`src/rtl/key_entry_ctrl.sv`:
```
// Debounced keypad entry controller: collects up to four BCD digits with backspace, clear and enter.
// Optional idle-timeout discard of partial entries is built only when KEY_ENTRY_TIMEOUT_EN is defined.
module key_entry_ctrl #(
    parameter int DEB_CYCLES     = 1000,
    parameter int TIMEOUT_CYCLES = 50_000_000
) (
    input  logic        i_clk,
    input  logic        i_rst,
    input  logic [4:0]  i_key_in,
    input  logic        i_entry_ack,
    output logic        o_scan_en,
    output logic [15:0] o_digits,
    output logic [2:0]  o_digit_cnt,
    output logic        o_entry_valid,
    output logic        o_key_event,
    output logic        o_overflow,
    output logic        o_timeout
);

    localparam int DEB_W = $clog2(DEB_CYCLES + 1);
    localparam logic [DEB_W-1:0] DEB_LAST = DEB_W'(DEB_CYCLES - 1);

    if (DEB_CYCLES < 1 || TIMEOUT_CYCLES < 1) begin : g_param_check
        $error("key_entry_ctrl: DEB_CYCLES and TIMEOUT_CYCLES must be at least 1");
    end

    typedef enum logic [2:0] {
        IDLE,
        DEBOUNCE,
        ACCEPT,
        WAIT_RELEASE,
        DONE
    } state_t;

    state_t            r_state;
    state_t            w_state_nxt;
    logic [4:0]        r_code;
    logic [4:0]        w_code_nxt;
    logic [DEB_W-1:0]  r_deb_cnt;
    logic [DEB_W-1:0]  w_deb_cnt_nxt;
    logic [15:0]       r_digits;
    logic [15:0]       w_digits_nxt;
    logic [2:0]        r_digit_cnt;
    logic [2:0]        w_digit_cnt_nxt;
    logic              w_key_event;
    logic              w_overflow;
    logic              w_timeout_hit;
    logic              w_is_digit;
    logic [3:0]        w_digit_val;

`ifdef KEY_ENTRY_TIMEOUT_EN
    localparam int IDLE_W = $clog2(TIMEOUT_CYCLES + 1);
    localparam logic [IDLE_W-1:0] IDLE_LAST = IDLE_W'(TIMEOUT_CYCLES - 1);

    logic [IDLE_W-1:0] r_idle_cnt;
    logic              w_idle_run;

    assign w_idle_run    = (r_state == IDLE) && (r_digit_cnt != 3'd0);
    assign w_timeout_hit = w_idle_run && (r_idle_cnt == IDLE_LAST);

    always_ff @(posedge i_clk or posedge i_rst) begin
        if (i_rst) begin
            r_idle_cnt <= '0;
        end else if (w_idle_run && !w_timeout_hit) begin
            r_idle_cnt <= r_idle_cnt + 1'b1;
        end else begin
            r_idle_cnt <= '0;
        end
    end
`else
    assign w_timeout_hit = 1'b0;
`endif

    // Code 10 is the zero key; 1..9 map straight onto their BCD value.
    assign w_is_digit  = (r_code >= 5'd1) && (r_code <= 5'd10);
    assign w_digit_val = (r_code == 5'd10) ? 4'd0 : r_code[3:0];

    always_ff @(posedge i_clk or posedge i_rst) begin
        if (i_rst) begin
            r_state     <= IDLE;
            r_code      <= '0;
            r_deb_cnt   <= '0;
            r_digits    <= '0;
            r_digit_cnt <= '0;
        end else begin
            r_state     <= w_state_nxt;
            r_code      <= w_code_nxt;
            r_deb_cnt   <= w_deb_cnt_nxt;
            r_digits    <= w_digits_nxt;
            r_digit_cnt <= w_digit_cnt_nxt;
        end
    end

    always_comb begin
        w_state_nxt     = r_state;
        w_code_nxt      = r_code;
        w_deb_cnt_nxt   = r_deb_cnt;
        w_digits_nxt    = r_digits;
        w_digit_cnt_nxt = r_digit_cnt;
        w_key_event     = 1'b0;
        w_overflow      = 1'b0;

        case (r_state)
            IDLE: begin
                if (w_timeout_hit) begin
                    w_digits_nxt    = '0;
                    w_digit_cnt_nxt = '0;
                end
                if (i_key_in != 5'd0) begin
                    w_code_nxt    = i_key_in;
                    w_deb_cnt_nxt = '0;
                    w_state_nxt   = DEBOUNCE;
                end
            end

            DEBOUNCE: begin
                if (i_key_in != r_code) begin
                    w_deb_cnt_nxt = '0;
                    w_state_nxt   = IDLE;
                end else if (r_deb_cnt == DEB_LAST) begin
                    w_deb_cnt_nxt = '0;
                    w_state_nxt   = ACCEPT;
                end else begin
                    w_deb_cnt_nxt = r_deb_cnt + 1'b1;
                end
            end

            // Acts only on the captured code, so key_in is irrelevant here.
            ACCEPT: begin
                w_key_event   = 1'b1;
                w_deb_cnt_nxt = '0;
                w_state_nxt   = WAIT_RELEASE;
                if (w_is_digit) begin
                    if (r_digit_cnt == 3'd4) begin
                        w_overflow = 1'b1;
                    end else begin
                        w_digits_nxt    = {r_digits[11:0], w_digit_val};
                        w_digit_cnt_nxt = r_digit_cnt + 3'd1;
                    end
                end else begin
                    case (r_code)
                        5'd11: begin
                            if (r_digit_cnt != 3'd0) begin
                                w_digits_nxt    = r_digits >> 4;
                                w_digit_cnt_nxt = r_digit_cnt - 3'd1;
                            end
                        end
                        5'd12: begin
                            w_digits_nxt    = '0;
                            w_digit_cnt_nxt = '0;
                        end
                        5'd13: begin
                            if (r_digit_cnt != 3'd0) begin
                                w_state_nxt = DONE;
                            end
                        end
                        default: ;
                    endcase
                end
            end

            WAIT_RELEASE: begin
                if (i_key_in != 5'd0) begin
                    w_deb_cnt_nxt = '0;
                end else if (r_deb_cnt == DEB_LAST) begin
                    w_deb_cnt_nxt = '0;
                    w_state_nxt   = IDLE;
                end else begin
                    w_deb_cnt_nxt = r_deb_cnt + 1'b1;
                end
            end

            DONE: begin
                if (i_entry_ack) begin
                    w_digits_nxt    = '0;
                    w_digit_cnt_nxt = '0;
                    w_deb_cnt_nxt   = '0;
                    w_state_nxt     = WAIT_RELEASE;
                end
            end

            default: begin
                w_state_nxt = IDLE;
            end
        endcase
    end

    assign o_scan_en     = (r_state != DONE);
    assign o_entry_valid = (r_state == DONE);
    assign o_digits      = r_digits;
    assign o_digit_cnt   = r_digit_cnt;
    assign o_key_event   = w_key_event;
    assign o_overflow    = w_overflow;
    assign o_timeout     = w_timeout_hit;

endmodule

```
`config.mk`:
```
export PLATFORM = sky130hd
export DESIGN_NAME = key_entry_ctrl
export DESIGN_NICKNAME = d
export VERILOG_FILES = /design/src/rtl/key_entry_ctrl.sv
export SDC_FILE = /design/constraint.sdc
export NUM_CORES = 1
export LEC_CHECK = 0
export BUFFER_PORTS_ARGS = -buffer_cell sky130_fd_sc_hd__clkbuf_2
export CAP_MARGIN = 25
export CORE_MARGIN = 2
export CORE_UTILIZATION = 55
export CTS_BUF_LIST = sky130_fd_sc_hd__clkbuf_8 sky130_fd_sc_hd__clkbuf_16
export DETAILED_ROUTE_END_ITERATION = 10
export PLACE_DENSITY = 0.84
export SYNTH_ARGS = -nofsm -noshare
export SYNTH_HDL_FRONTEND = slang
export SYNTH_SLANG_ARGS = --single-unit
```
`constraint.sdc`:
```
create_clock -name i_clk -period 3.7 [get_ports i_clk]
set_input_delay 0.37 -clock i_clk [delete_from_list [all_inputs] [get_ports i_clk]]
set_output_delay 0.37 -clock i_clk [all_outputs]
set_load 0.005 [all_outputs]
```
After elaboration in Yosys (flattened, before gate mapping). Cells that the tools add are included.

Add/sub/neg operators: 3. $mul: 0. Div/mod/pow operators: 0. Order comparisons: 2. Eq/ne operators: 20. Shifts and indexed selects: 0. Mux-type cells: 33. Bitwise logic cells: 0. Reduce and logical (&&, ||, !) cells: 10.

Operators with widths (count): $mux 16 (4); $pmux 16 s2 (2); $mux 10 (5); $pmux 10 s5 (1); $mux 3 (13); $eq 5x4->1 const B (4); $pmux 3 s5 (1); $pmux 3 s2 (2); $add 10x1->10 const B (1); $eq 10x10->1 const B (1); $reduce_and 5->1 (2); $reduce_bool 5->1 (2); $ne 3x3->1 const B (3); $ne 2x2->1 const B (4); $eq 3x2->1 const B (2); $eq 3x3->1 const B (2); $ge 5x1->1 const B (1); $le 5x4->1 const B (1); $ne 5x5->1 (1); $mux 1 (4); $mux 4 (1); $ne 4x2->1 const B (1); $ne 4x4->1 const B (1); $add 3x1->3 const B (1); other kinds (8) (8).

Flip-flop bits (word level): 37. Bits in latches: 0. Memory bits (writable): 0. Memory bits (read-only): 0. Bits of input ports: 8. Output and inout port bits: 24. Logic and storage cells: 73. Memories kept: 0.

Logic depth before layout (Yosys ltp). Gate-level depths: netlist of the first run.

Word-level depth: 5. Gate-level depth with buffers: 8. Gate-level depth less buffers: 7.

Least setup slack after synthesis of the first run. Ideal clock, no wire load.

Kind: flip-flop to flip-flop. Start point: register r_code[0]. End point: register r_digits[0] (netlist: o_digits[0]). Setup time: 0.079 ns. Arrival: 1.864 ns. Required time: 3.621 ns. Slack: 1.757 ns. Cell stages (with the launch flop): 9. Path buffers: 3. Clock period less this slack: 1.943 ns. Path through: dfrtp_1 -> buf_6 -> nor4_4 -> a211oi_4 -> or3b_1 -> o211ai_2 -> buf_6 -> buf_12 -> mux2i_1.

Word-level cells in the longest chain between the ends: 5. Elaborated cells on any way between the ends: 15. Those cells by class: 2 x order compare; 6 x eq/ne; 5 x mux; 2 x reduce/logical.

RTL lines: from (decl) (line 37) `logic [4:0] r_code;`; from (signal assigned) (line 87) `r_code <= w_code_nxt;`; branches (longest 5 deep; another with $ge 5x1->1); to (signal assigned) (line 89) `r_digits <= w_digits_nxt;`; to (decl) (line 41) `logic [15:0] r_digits;`.

Parallel ways; which one is timed is not known. The select of a mux whose other input is x is not followed. A chain may end at the register's enable or synchronous reset.

Worst setup path after layout of the first run.
Start point: register r_code[2]. End point: output port o_overflow.

Word-level cells in the longest chain between the ends: 4. Elaborated cells on any way between the ends: 5. Those cells by class: 2 x order compare; 2 x mux; 1 x reduce/logical.

RTL lines: $ge 5x1->1 / $le 5x4->1 (equally long branches) (line 75) `assign w_is_digit = (r_code >= 5'd1) && (r_code <= 5'd10);`; $logic_and 1x1->1 (*) (line 75); $mux 1 (*) (line 133) `if (w_is_digit) begin`; $mux 1 (*) (line 103) `case (r_state)`; to (decl) (line 16) `output logic o_overflow,`.

Every way passes the cells marked *; elsewhere a longest branch is shown, timed or not.

==> impl_results.md, run 1 <==
* R2r endpoint: o_digits[0]$_DFFE_PP0P_
* Final hold vios at 0
* Num CTS Buffers at 5
* Final Net Count at 286
* RSZ-0062 raised after global routing: false
* Total gr overflow at 0
* Std cell rows at 23
* Clock tree sinks at 37
* Critical-path maximum fanout at 12
* Initial antenna violation count at 0
* Die height at 69.7 um
* CTS Buffer Depth at 2
* Pint at 0.00108 W
* Die ar. at 4860 um2
* Reg2reg path depth at 7
* Top-level I/O count at 32
* Max transition margin at 40.4%
* WL/cell at 14.6 um
* Area delta synth->final at 8.17%
* Hold Crit Class: in -> async
* Post-Synth Adder-Cell Area at 2.11%
* Main flop type after synthesis: dfrtp_1
* Post-CTS Setup Bufs at 0
* Total Routing Usage GR at 20.1%
* Seq pwr share at 38.1%
* # port buffers at 30
* Logic gate share of total power at 44.6%
* Ys async rst share at 100%
* Count of cell types in the netlist at 51
* Filler Cell Count at 326
* Initial DRC count at between 150 and 200
* Largest family of logic cells by synthesized area: simple AND/OR/NAND/NOR gates
* Worst hold slack at 0.153 ns
* Worst slew pin tran at 0.894 ns
* Final std cells w/o fill at 325
* Max cap viols at 0
* Fmax at roughly 420 MHz
* Status: finished clean
* Layout cells sized above 1 at 20.7%
* Clk_skew at ~0.0028 ns
* Post-DP HPWL at ~3300 um
* Placed insts at roughly 320
* CP required at 3.33 ns
* Sw Pwr at 0.000731 W
* First-pass GRT wire length at 7910 um
* Inserted Diodes at 0
* Vias in the first global route at 1718
* Vias per cell at 5.88
* Syn. warnings at 0
* PwrDens at 703 nW/um2
* Critical path origin: r_code[2]$_DFFE_PP0P_
* Routed WL at 4760 um
* Placed Area at 2470 um2
* Leakage at 1.34 nW
* Area fraction in and, or, nand and nor cells after synthesis at approximately a quarter
* Final Util at a little over three fifths
* Htree depth at 2
* Post-synthesis xor/xnor area fraction at 2.21%
* Sum Neg Setup Slack at 0 ns
* Post-synthesis mux area share at a little under an eighth
* Synthesized area at 2370 um2
* Seq/Total Area, Yosys at 39.0%
* Via count at 1912
* Pins Over Slew Limit at 0
* Final setup fails at 0
* Sw Ratio at about 40%
* Core ar. at 4090 um2
* Worst Setup EP: o_overflow
* TritonCTS clock tree: yes
* R2r setup slk at 1.35 ns
* Final period utilization at 64.0%
* Clock Pin Slew Worst Setup and Hold Paths at 0.07 ns
* FF+latch count, synth at 37
* Tmin final at approximately 2.4 ns
* Crit path arrival time at 2.00 ns
* Worst VDD drop at 0.267 mV
* Resized cells post-CTS at 0
* Hold buffer count at cts at 0
* Setup crit end kind: output port
* Pin count of the biggest net entering global routing at 38
* Final Instance Area at 2570 um2
* Die extent in x at 69.7 um
* Drt pass-1 iters at 4
* Post-synth EDFFs at 0
* R2R Path Start: r_code[2]$_DFFE_PP0P_
* Root buffer cell: clkbuf_8
* Clk pwr share at between 10% and 20%
* Post-synth net total at 262
* Post-Synthesis Cells at 250
* Clk Latency, worst-skew pair at between 0.2 and 0.3 ns
* Post-synthesis compound-gate area fraction at 13.6%
* Initial Util at 58.1%
* Gpl congestion at 0.803
* Drc violations at 0
* Avg Cell Area, Syn at 9.50 um2
* Critical path type: reg -> out
* Routed Antenna Nets at 0
* Crit start category: register
area by class of cell:
cell class | instances | area (um2) | area share (%)
clock inverters | 1 | 5.00 | 0.195
clock buffers | 7 | 96.3 | 3.75
multi-input cells | 189 | 1280 | 49.7
flip-flops and latches | 37 | 926 | 36.0
well taps | 50 | 62.6 | 2.44
repair buffers | 33 | 173 | 6.72
inverters | 8 | 30.0 | 1.17
synth_stat cells, types with 3 or more instances:
cell	count	area, um2
a21oi_1	15	75.1
a31oi_1	11	68.8
and3_1	12	75.1
buf_6	4	45.0
clkbuf_1	5	18.8
dfrtp_1	37	926
ha_1	4	50.1
inv_1	8	30.0
mux2_2	7	78.8
mux2i_1	20	200
nand2_1	37	139
nand2b_1	6	37.5
nand3_1	13	65.1
nor2_1	6	22.5
nor3_1	3	15.0
nor3b_1	4	30.0
o21ai_0	7	35.0
o2bb2ai_1	3	26.3
xnor2_1	6	52.6
sequential cells by signal, indices dropped and copies added, names as in the netlist:
register     cells
r_state          3
r_code           5
o_digits        16
r_deb_cnt       10
o_digit_cnt      3
placed cells by master, fill, tap and decap left out, types with 8 or more instances in the layout:
master,synthesis,layout
mux2i_1,20,20
nand2_1,37,37
and3_1,12,12
nand3_1,13,13
inv_1,8,8
a31oi_1,11,11
clkbuf_2,0,30
a21oi_1,15,15
dfrtp_1,37,37
worst max-delay path: stages, from the launching register on:
cell      delay, ns
dfrtp_1        0.53
a21o_1         0.26
a211o_2        0.45
nor3_1         0.30
clkbuf_2       0.17
through the flow:
step           power (W)  setup WS [ns]
5_1_grt          0.00194           1.20
4_1_cts          0.00181           1.34
3_3_place_gp     0.00147           1.30
2_1_floorplan    0.00136           1.76
6_report         0.00181           1.33
3_5_place_dp     0.00149           1.28
power by group through the flow:
stage	clock network (W)	registers, W	logic (W)
after floorplan	0	0.000609	0.000749
after global placement	0	0.000686	0.000789
after detailed placement	0	0.000693	0.000798
after CTS	0.000320	0.000684	0.000808
after global routing	0.000336	0.000705	0.000895
final	0.000313	0.000688	0.000806
layer usage:
metal / track usage, % / part of all wire, %
met5: 0 / 0
met4: 6.41 / 0.97
met3: 4.51 / 4.8
met2: 29.2 / 46
met1: 29.8 / 48
logic make-up after synthesis:
family / Yosys count
simple gates: 102
compound gates: 49
flops: 37
mux: 27
buf+inv: 24
xor+xnor: 6
fa+ha+maj: 4
other cells: 1
how the worst min path moves through the flow:
stage                             startpoint  cells past startpoint                    endpoint
floorplan           r_deb_cnt[9]$_DFFE_PP0P_                      1    r_deb_cnt[9]$_DFFE_PP0P_
global placement                       i_rst                      3    o_digits[14]$_DFFE_PP0P_
detailed placement                     i_rst                      3  o_digit_cnt[1]$_DFFE_PP0P_
CTS                                    i_rst                      3    o_digits[10]$_DFFE_PP0P_
global route                           i_rst                      3    o_digits[14]$_DFFE_PP0P_
finish                                 i_rst                      3    o_digits[14]$_DFFE_PP0P_
Note: power is estimated with default switching activity, not from simulation.
==> inputs of run 2 (changes only) <==
--- a/config.mk
+++ b/config.mk
@@ -8,10 +8,10 @@
 export BUFFER_PORTS_ARGS = -buffer_cell sky130_fd_sc_hd__clkbuf_2
 export CAP_MARGIN = 25
 export CORE_MARGIN = 2
-export CORE_UTILIZATION = 55
+export CORE_UTILIZATION = 52
 export CTS_BUF_LIST = sky130_fd_sc_hd__clkbuf_8 sky130_fd_sc_hd__clkbuf_16
 export DETAILED_ROUTE_END_ITERATION = 10
-export PLACE_DENSITY = 0.84
+export PLACE_DENSITY = 0.83
 export SYNTH_ARGS = -nofsm -noshare
 export SYNTH_HDL_FRONTEND = slang
 export SYNTH_SLANG_ARGS = --single-unit
==> constraint.sdc (replaced) <==
create_clock -name i_clk -period 2.1 [get_ports i_clk]
set_input_delay 0.21 -clock i_clk [delete_from_list [all_inputs] [get_ports i_clk]]
set_output_delay 0.21 -clock i_clk [all_outputs]
set_load 0.005 [all_outputs]
==> run 2 against run 1 <==
Net effect: core utilization down 2.9 points; final cell count increased by 2.5%; critical path depth is the same; global-route usage is 0.64 points higher; die area is 5.4% higher; first-iteration DRC count increased by 1.2%; combinational power increased by 90%; critical path type unchanged; critical endpoint unchanged; largest cell class unchanged; largest power group unchanged.
==> impl_results.md, run 2 (same netlist as run 1, synthesis figures left out) <==
* Status: finished clean
* Pins Over Slew Limit at 0
* Leakage at about 1.4 nW
* Die ar. at 5120 um2
* Routed WL at 4910 um
* Drt pass-1 iters at 4
* Worst VDD drop at 0.535 mV
* Routed Antenna Nets at 0
* Num CTS Buffers at 5
* Setup crit end kind: output port
* Initial antenna violation count at 0
* Pin count of the biggest net entering global routing at 38
* Final Net Count at just under 300
* Max transition margin at 52.8%
* Htree depth at 2
* Critical path type: reg -> out
* Die extent in x at 71.6 um
* CTS Buffer Depth at 2
* Layout cells sized above 1 at 23.5%
* Final std cells w/o fill at 333
* Max reg flops at 16
* Core ar. at 4380 um2
* Std cell rows at 24
* # port buffers at 30
* Placed Area at 2530 um2
* Initial DRC count at 169
* Fmax at ~490 MHz
* Max cap viols at 0
* Hold buffer count at cts at 0
* Total gr overflow at 0
* Via count at about 1900
* Post-DP HPWL at 3360 um
* PwrDens at 1220 nW/um2
* WL/cell at 14.7 um
* Initial Util at 54.2%
* RSZ-0062 raised after global routing: false
* Crit start category: register
* Final setup fails at 0
* CP required at 1.89 ns
* Most frequent cells in the layout: 37 x nand2_1, 34 x dfrtp_1, 30 x clkbuf_2, 20 x mux2i_1, 15 x a21oi_1
* TritonCTS clock tree: yes
* Worst slew pin tran at 0.701 ns
* Clk_skew at 0.00729 ns
* Top-level I/O count at 32
* Hold Crit Class: in -> async
* Clock tree sinks at 37
* Gpl congestion at between 0.8 and 0.9
* Final period utilization at 97.8%
* Vias per cell at 5.77
* Final hold vios at 0
* Die height at 71.6 um
* Clk Latency, worst-skew pair at 0.29 ns
* Root buffer cell: clkbuf_8
* Sum Neg Setup Slack at 0 ns
* Area delta synth->final at 10.7%
* Tmin final at between 2 and 2.5 ns
* Inserted Diodes at 0
* Post-CTS Setup Bufs at 0
* Crit path arrival time at ~1.8 ns
* Most common cell after layout, fill and taps aside: nand2_1
* First-pass GRT wire length at 8530 um
* Vias in the first global route at 1872
* Final Instance Area at roughly 2600 um2
* Drc violations at 0
* Critical-path maximum fanout at 12
* Total Routing Usage GR at 20.7%
* Pwr Total at 0.00321 W
* Placed insts at 326
* Clock Pin Slew Worst Setup and Hold Paths at 0.07 ns
-- run 2: cell types whose count changed in the layout (fill, tap and decap cells not counted), sizes merged --
cell / change
inv: +1
buf: +7
clkinv: -1
clkbuf: -1
-- run 2: report_power, final --
part | switching (W) | internal (W)
registers | 0.000273 | 0.000908
logic | 0.000780 | 0.000749
clock network | 0.000249 | 0.000256
-- run 2: repair_timing --
item	in CTS	in global routing
endpoints found under the hold margin	0	0
gates resized for setup	3	1
cloned	0	0
setup endpoints to repair	1	1
-- run 2: layout make-up --
| type | count | area (um2) |
|---|---|---|
| Multi-Input combinational cell | 189 | 1280 |
| Sequential cell | 37 | 930 |
| Fill cell | 376 | 1750 |
| Timing Repair Buffer | 40 | 238 |
| Inverter | 8 | 30.0 |
| Clock inverter | 1 | 3.75 |
| Tap cell | 52 | 65.1 |
| Clock buffer | 6 | 82.6 |
-- run 2: layer usage --
metal,GRT usage [%],wire [um],vias to the layer above
met4,7.55,63,0
met1,28.9,2340,929
met3,4.22,176,6
li1,-,-,952
met2,32.1,2330,34
met5,0,0,-
-- run 2: worst paths after layout --
path | endpoint | slack (ns) | cells past startpoint | from
max | o_overflow | 0.05 | 4 | r_code[1]$_DFFE_PP0P_
max reg2reg | o_digits[1]$_DFFE_PP0P_ | 0.19 | 5 | r_code[1]$_DFFE_PP0P_
min reg2reg | r_deb_cnt[9]$_DFFE_PP0P_ | 0.50 | 1 | r_deb_cnt[9]$_DFFE_PP0P_
max in group asynchronous | r_code[3]$_DFFE_PP0P_ | 1.75 | 3 | i_rst
min in group i_clk | r_state[2]$_DFFE_PP0P_ | 0.11 | 2 | i_entry_ack
min | r_code[0]$_DFFE_PP0P_ | 0.004 | 3 | i_rst
-- run 2: per-stage QoR --
stage / hold WS, ns / utilization, % / setup WS, ns
after floorplan: 0.292 / - / 0.157
after global placement: 0.330 / 57.8 / 0.195
after detailed placement: 0.335 / 57.8 / 0.155
after CTS: 0.0160 / 60.0 / 0.0482
after global routing: 0.0596 / 60.0 / 0.00692
final: 0.00423 / 60.0 / 0.0472
-- run 2: critical path: stages, from the launching register on --
cell	delay, ns
dfrtp_2	0.49
a21o_1	0.24
a211o_2	0.44
nor3_2	0.23
clkbuf_2	0.14
==> inputs of run 3 (changes only) <==
--- a/config.mk
+++ b/config.mk
@@ -8,10 +8,10 @@
 export BUFFER_PORTS_ARGS = -buffer_cell sky130_fd_sc_hd__clkbuf_2
 export CAP_MARGIN = 25
 export CORE_MARGIN = 2
-export CORE_UTILIZATION = 52
+export CORE_UTILIZATION = 50
 export CTS_BUF_LIST = sky130_fd_sc_hd__clkbuf_8 sky130_fd_sc_hd__clkbuf_16
 export DETAILED_ROUTE_END_ITERATION = 10
-export PLACE_DENSITY = 0.83
+export PLACE_DENSITY = 0.81
 export SYNTH_ARGS = -nofsm -noshare
 export SYNTH_HDL_FRONTEND = slang
 export SYNTH_SLANG_ARGS = --single-unit
==> run 3 against run 2 <==
Net effect: routed wire length down 0.53%; sequential cell count unchanged; hold slack about the same; sequential power barely moved.
==> impl_results.md, run 3 (same netlist as run 1, synthesis figures left out) <==
* Gpl congestion at 0.843
* Routed WL at 4880 um
* Crit path max-delay family: compound AO/OA/AOI/OAI gates
* Worst hold slack at 0.00401 ns
* Final setup fails at 0
* Max cap viols at 0
* Multi-input gate area at roughly 1300 um2
* Total gr overflow at 0
* Top-level I/O count at 32
* Final Net Count at 293
* Max reg flops at 16
* Final Worst Setup Slack at roughly 0.093 ns
* Leakage at 1.37 nW
* Post-Place Setup Slack at 0.146 ns
* Hold Crit Class: in -> async
* Pins Over Slew Limit at 0
* # port buffers at 30
* WL/cell at between 10 and 15 um
* Die ar. at 5320 um2
* RSZ-0062 raised after global routing: false
* Worst VDD drop at 0.393 mV
* Clk Latency, worst-skew pair at 0.29 ns
* Crit path arrival time at 1.80 ns
* Post-DP HPWL at 3430 um
* Via count at 1900
* Layout cells sized above 1 at between 20% and 30%
* Clock Pin Slew Worst Setup and Hold Paths at 0.07 ns
* Post-CTS Setup Bufs at 0
* Bufs and invs on worst path at 1
* Sum Neg Setup Slack at 0 ns
* CP required at 1.89 ns
* Final period utilization at 95.6%
* PwrDens at 1220 nW/um2
* Most common cell after layout, fill and taps aside: nand2_1
* Vias in the first global route at 1740
* Clk_skew at 0.00184 ns
* Pin count of the biggest net entering global routing at 38
* Max transition margin at 56.2%
* Clock tree sinks at 37
* Worst-path cell chain: a21o_1, a211o_4, nor3_2, clkbuf_2
* Total Routing Usage GR at between 10% and 20%
* Critical path type: reg -> out
* Drt pass-1 iters at 4
* Initial Util at 51.0%
* Die height at 72.9 um
* Filler Cell Count at approximately 390
* Tmin final at between 2 and 2.5 ns
* Drc violations at 0
* Setup crit end kind: output port
* Root buffer cell: clkbuf_8
* Num CTS Buffers at 5
* Crit-path slowest cell: dfrtp_2
* Area delta synth->final at 10.5%
* Initial DRC count at 205
* Final Util at 56.3%
* Die extent in x at 72.9 um
* Critical-path maximum fanout at 12
* CTS Buffer Depth at 2
* Fmax at roughly 500 MHz
* Crit start category: register
* TritonCTS clock tree: yes
* Std cell rows at 25
* Core ar. at 4660 um2
* Vias per cell at 5.69
* Most frequent cells in the layout: 37 x nand2_1, 36 x dfrtp_1, 30 x clkbuf_2, 20 x mux2i_1, 15 x a21oi_1
* Pwr Total at 0.00321 W
* Critical Path Max Stage Delay at 0.49 ns
* Worst slew pin tran at 0.650 ns
* Htree depth at 2
* Initial antenna violation count at 0
* Inserted Diodes at 0
* First-pass GRT wire length at 8070 um
* Routed Antenna Nets at 0
* FF/Latch Area at 927 um2
* Final hold vios at 0
* Status: finished clean
## run 3: cell type report
type                    count  area share (%)
multi-input cells         189            49.1
flip-flops and latches     37            35.3
repair buffers             40            9.06
clock buffers               5            2.62
well taps                  54            2.57
inverters                   8            1.14
clock inverters             1           0.191
## run 3: repair_timing
item | 4_1_cts | 5_1_grt
resized for setup | 2 | 1
hold buffers | 0 | 0
cloned | 0 | 0
setup endpoints to repair | 1 | 1
## run 3: path summary, 6_finish.rpt
path,start,end,slack [ns],cells after the start
setup / recovery,r_code[1]$_DFFE_PP0P_,o_overflow,0.09,4
hold / removal,i_rst,o_digit_cnt[0]$_DFFE_PP0P_,0.004,3
setup reg to reg,r_code[1]$_DFFE_PP0P_,o_digit_cnt[1]$_DFFE_PP0P_,0.15,6
hold reg to reg,r_deb_cnt[9]$_DFFE_PP0P_,r_deb_cnt[9]$_DFFE_PP0P_,0.49,1
max in group asynchronous,i_rst,r_code[1]$_DFFE_PP0P_,1.75,3
min in group i_clk,i_entry_ack,r_state[2]$_DFFE_PP0P_,0.12,2
## run 3: where the power goes
| group | total, W | internal, W | switching (W) |
|---|---|---|---|
| clock network | 0.000459 | 0.000218 | 0.000241 |
| registers | 0.00117 | 0.000904 | 0.000262 |
| logic | 0.00159 | 0.000773 | 0.000812 |
| total | 0.00321 | 0.00190 | 0.00131 |
## run 3: metrics by stage
step	std cells	area, um2
after CTS	334	2620
after global routing	334	2630
after detailed placement	328	2540
after floorplan	250	2370
final	334	2630
after global placement	328	2540
## run 3: layer usage
layer / vias up / share of wire, % / GRT usage, %
met5: - / 0 / 0
met4: 0 / 1.7 / 8.64
met3: 7 / 3.4 / 4.56
met2: 38 / 46 / 27.8
met1: 906 / 49 / 28.0
li1: 949 / - / -
## run 3: worst min-delay path: stages
cell and delay (ns):
clkbuf_2 0.08, inv_1 0.04, buf_4 0.40
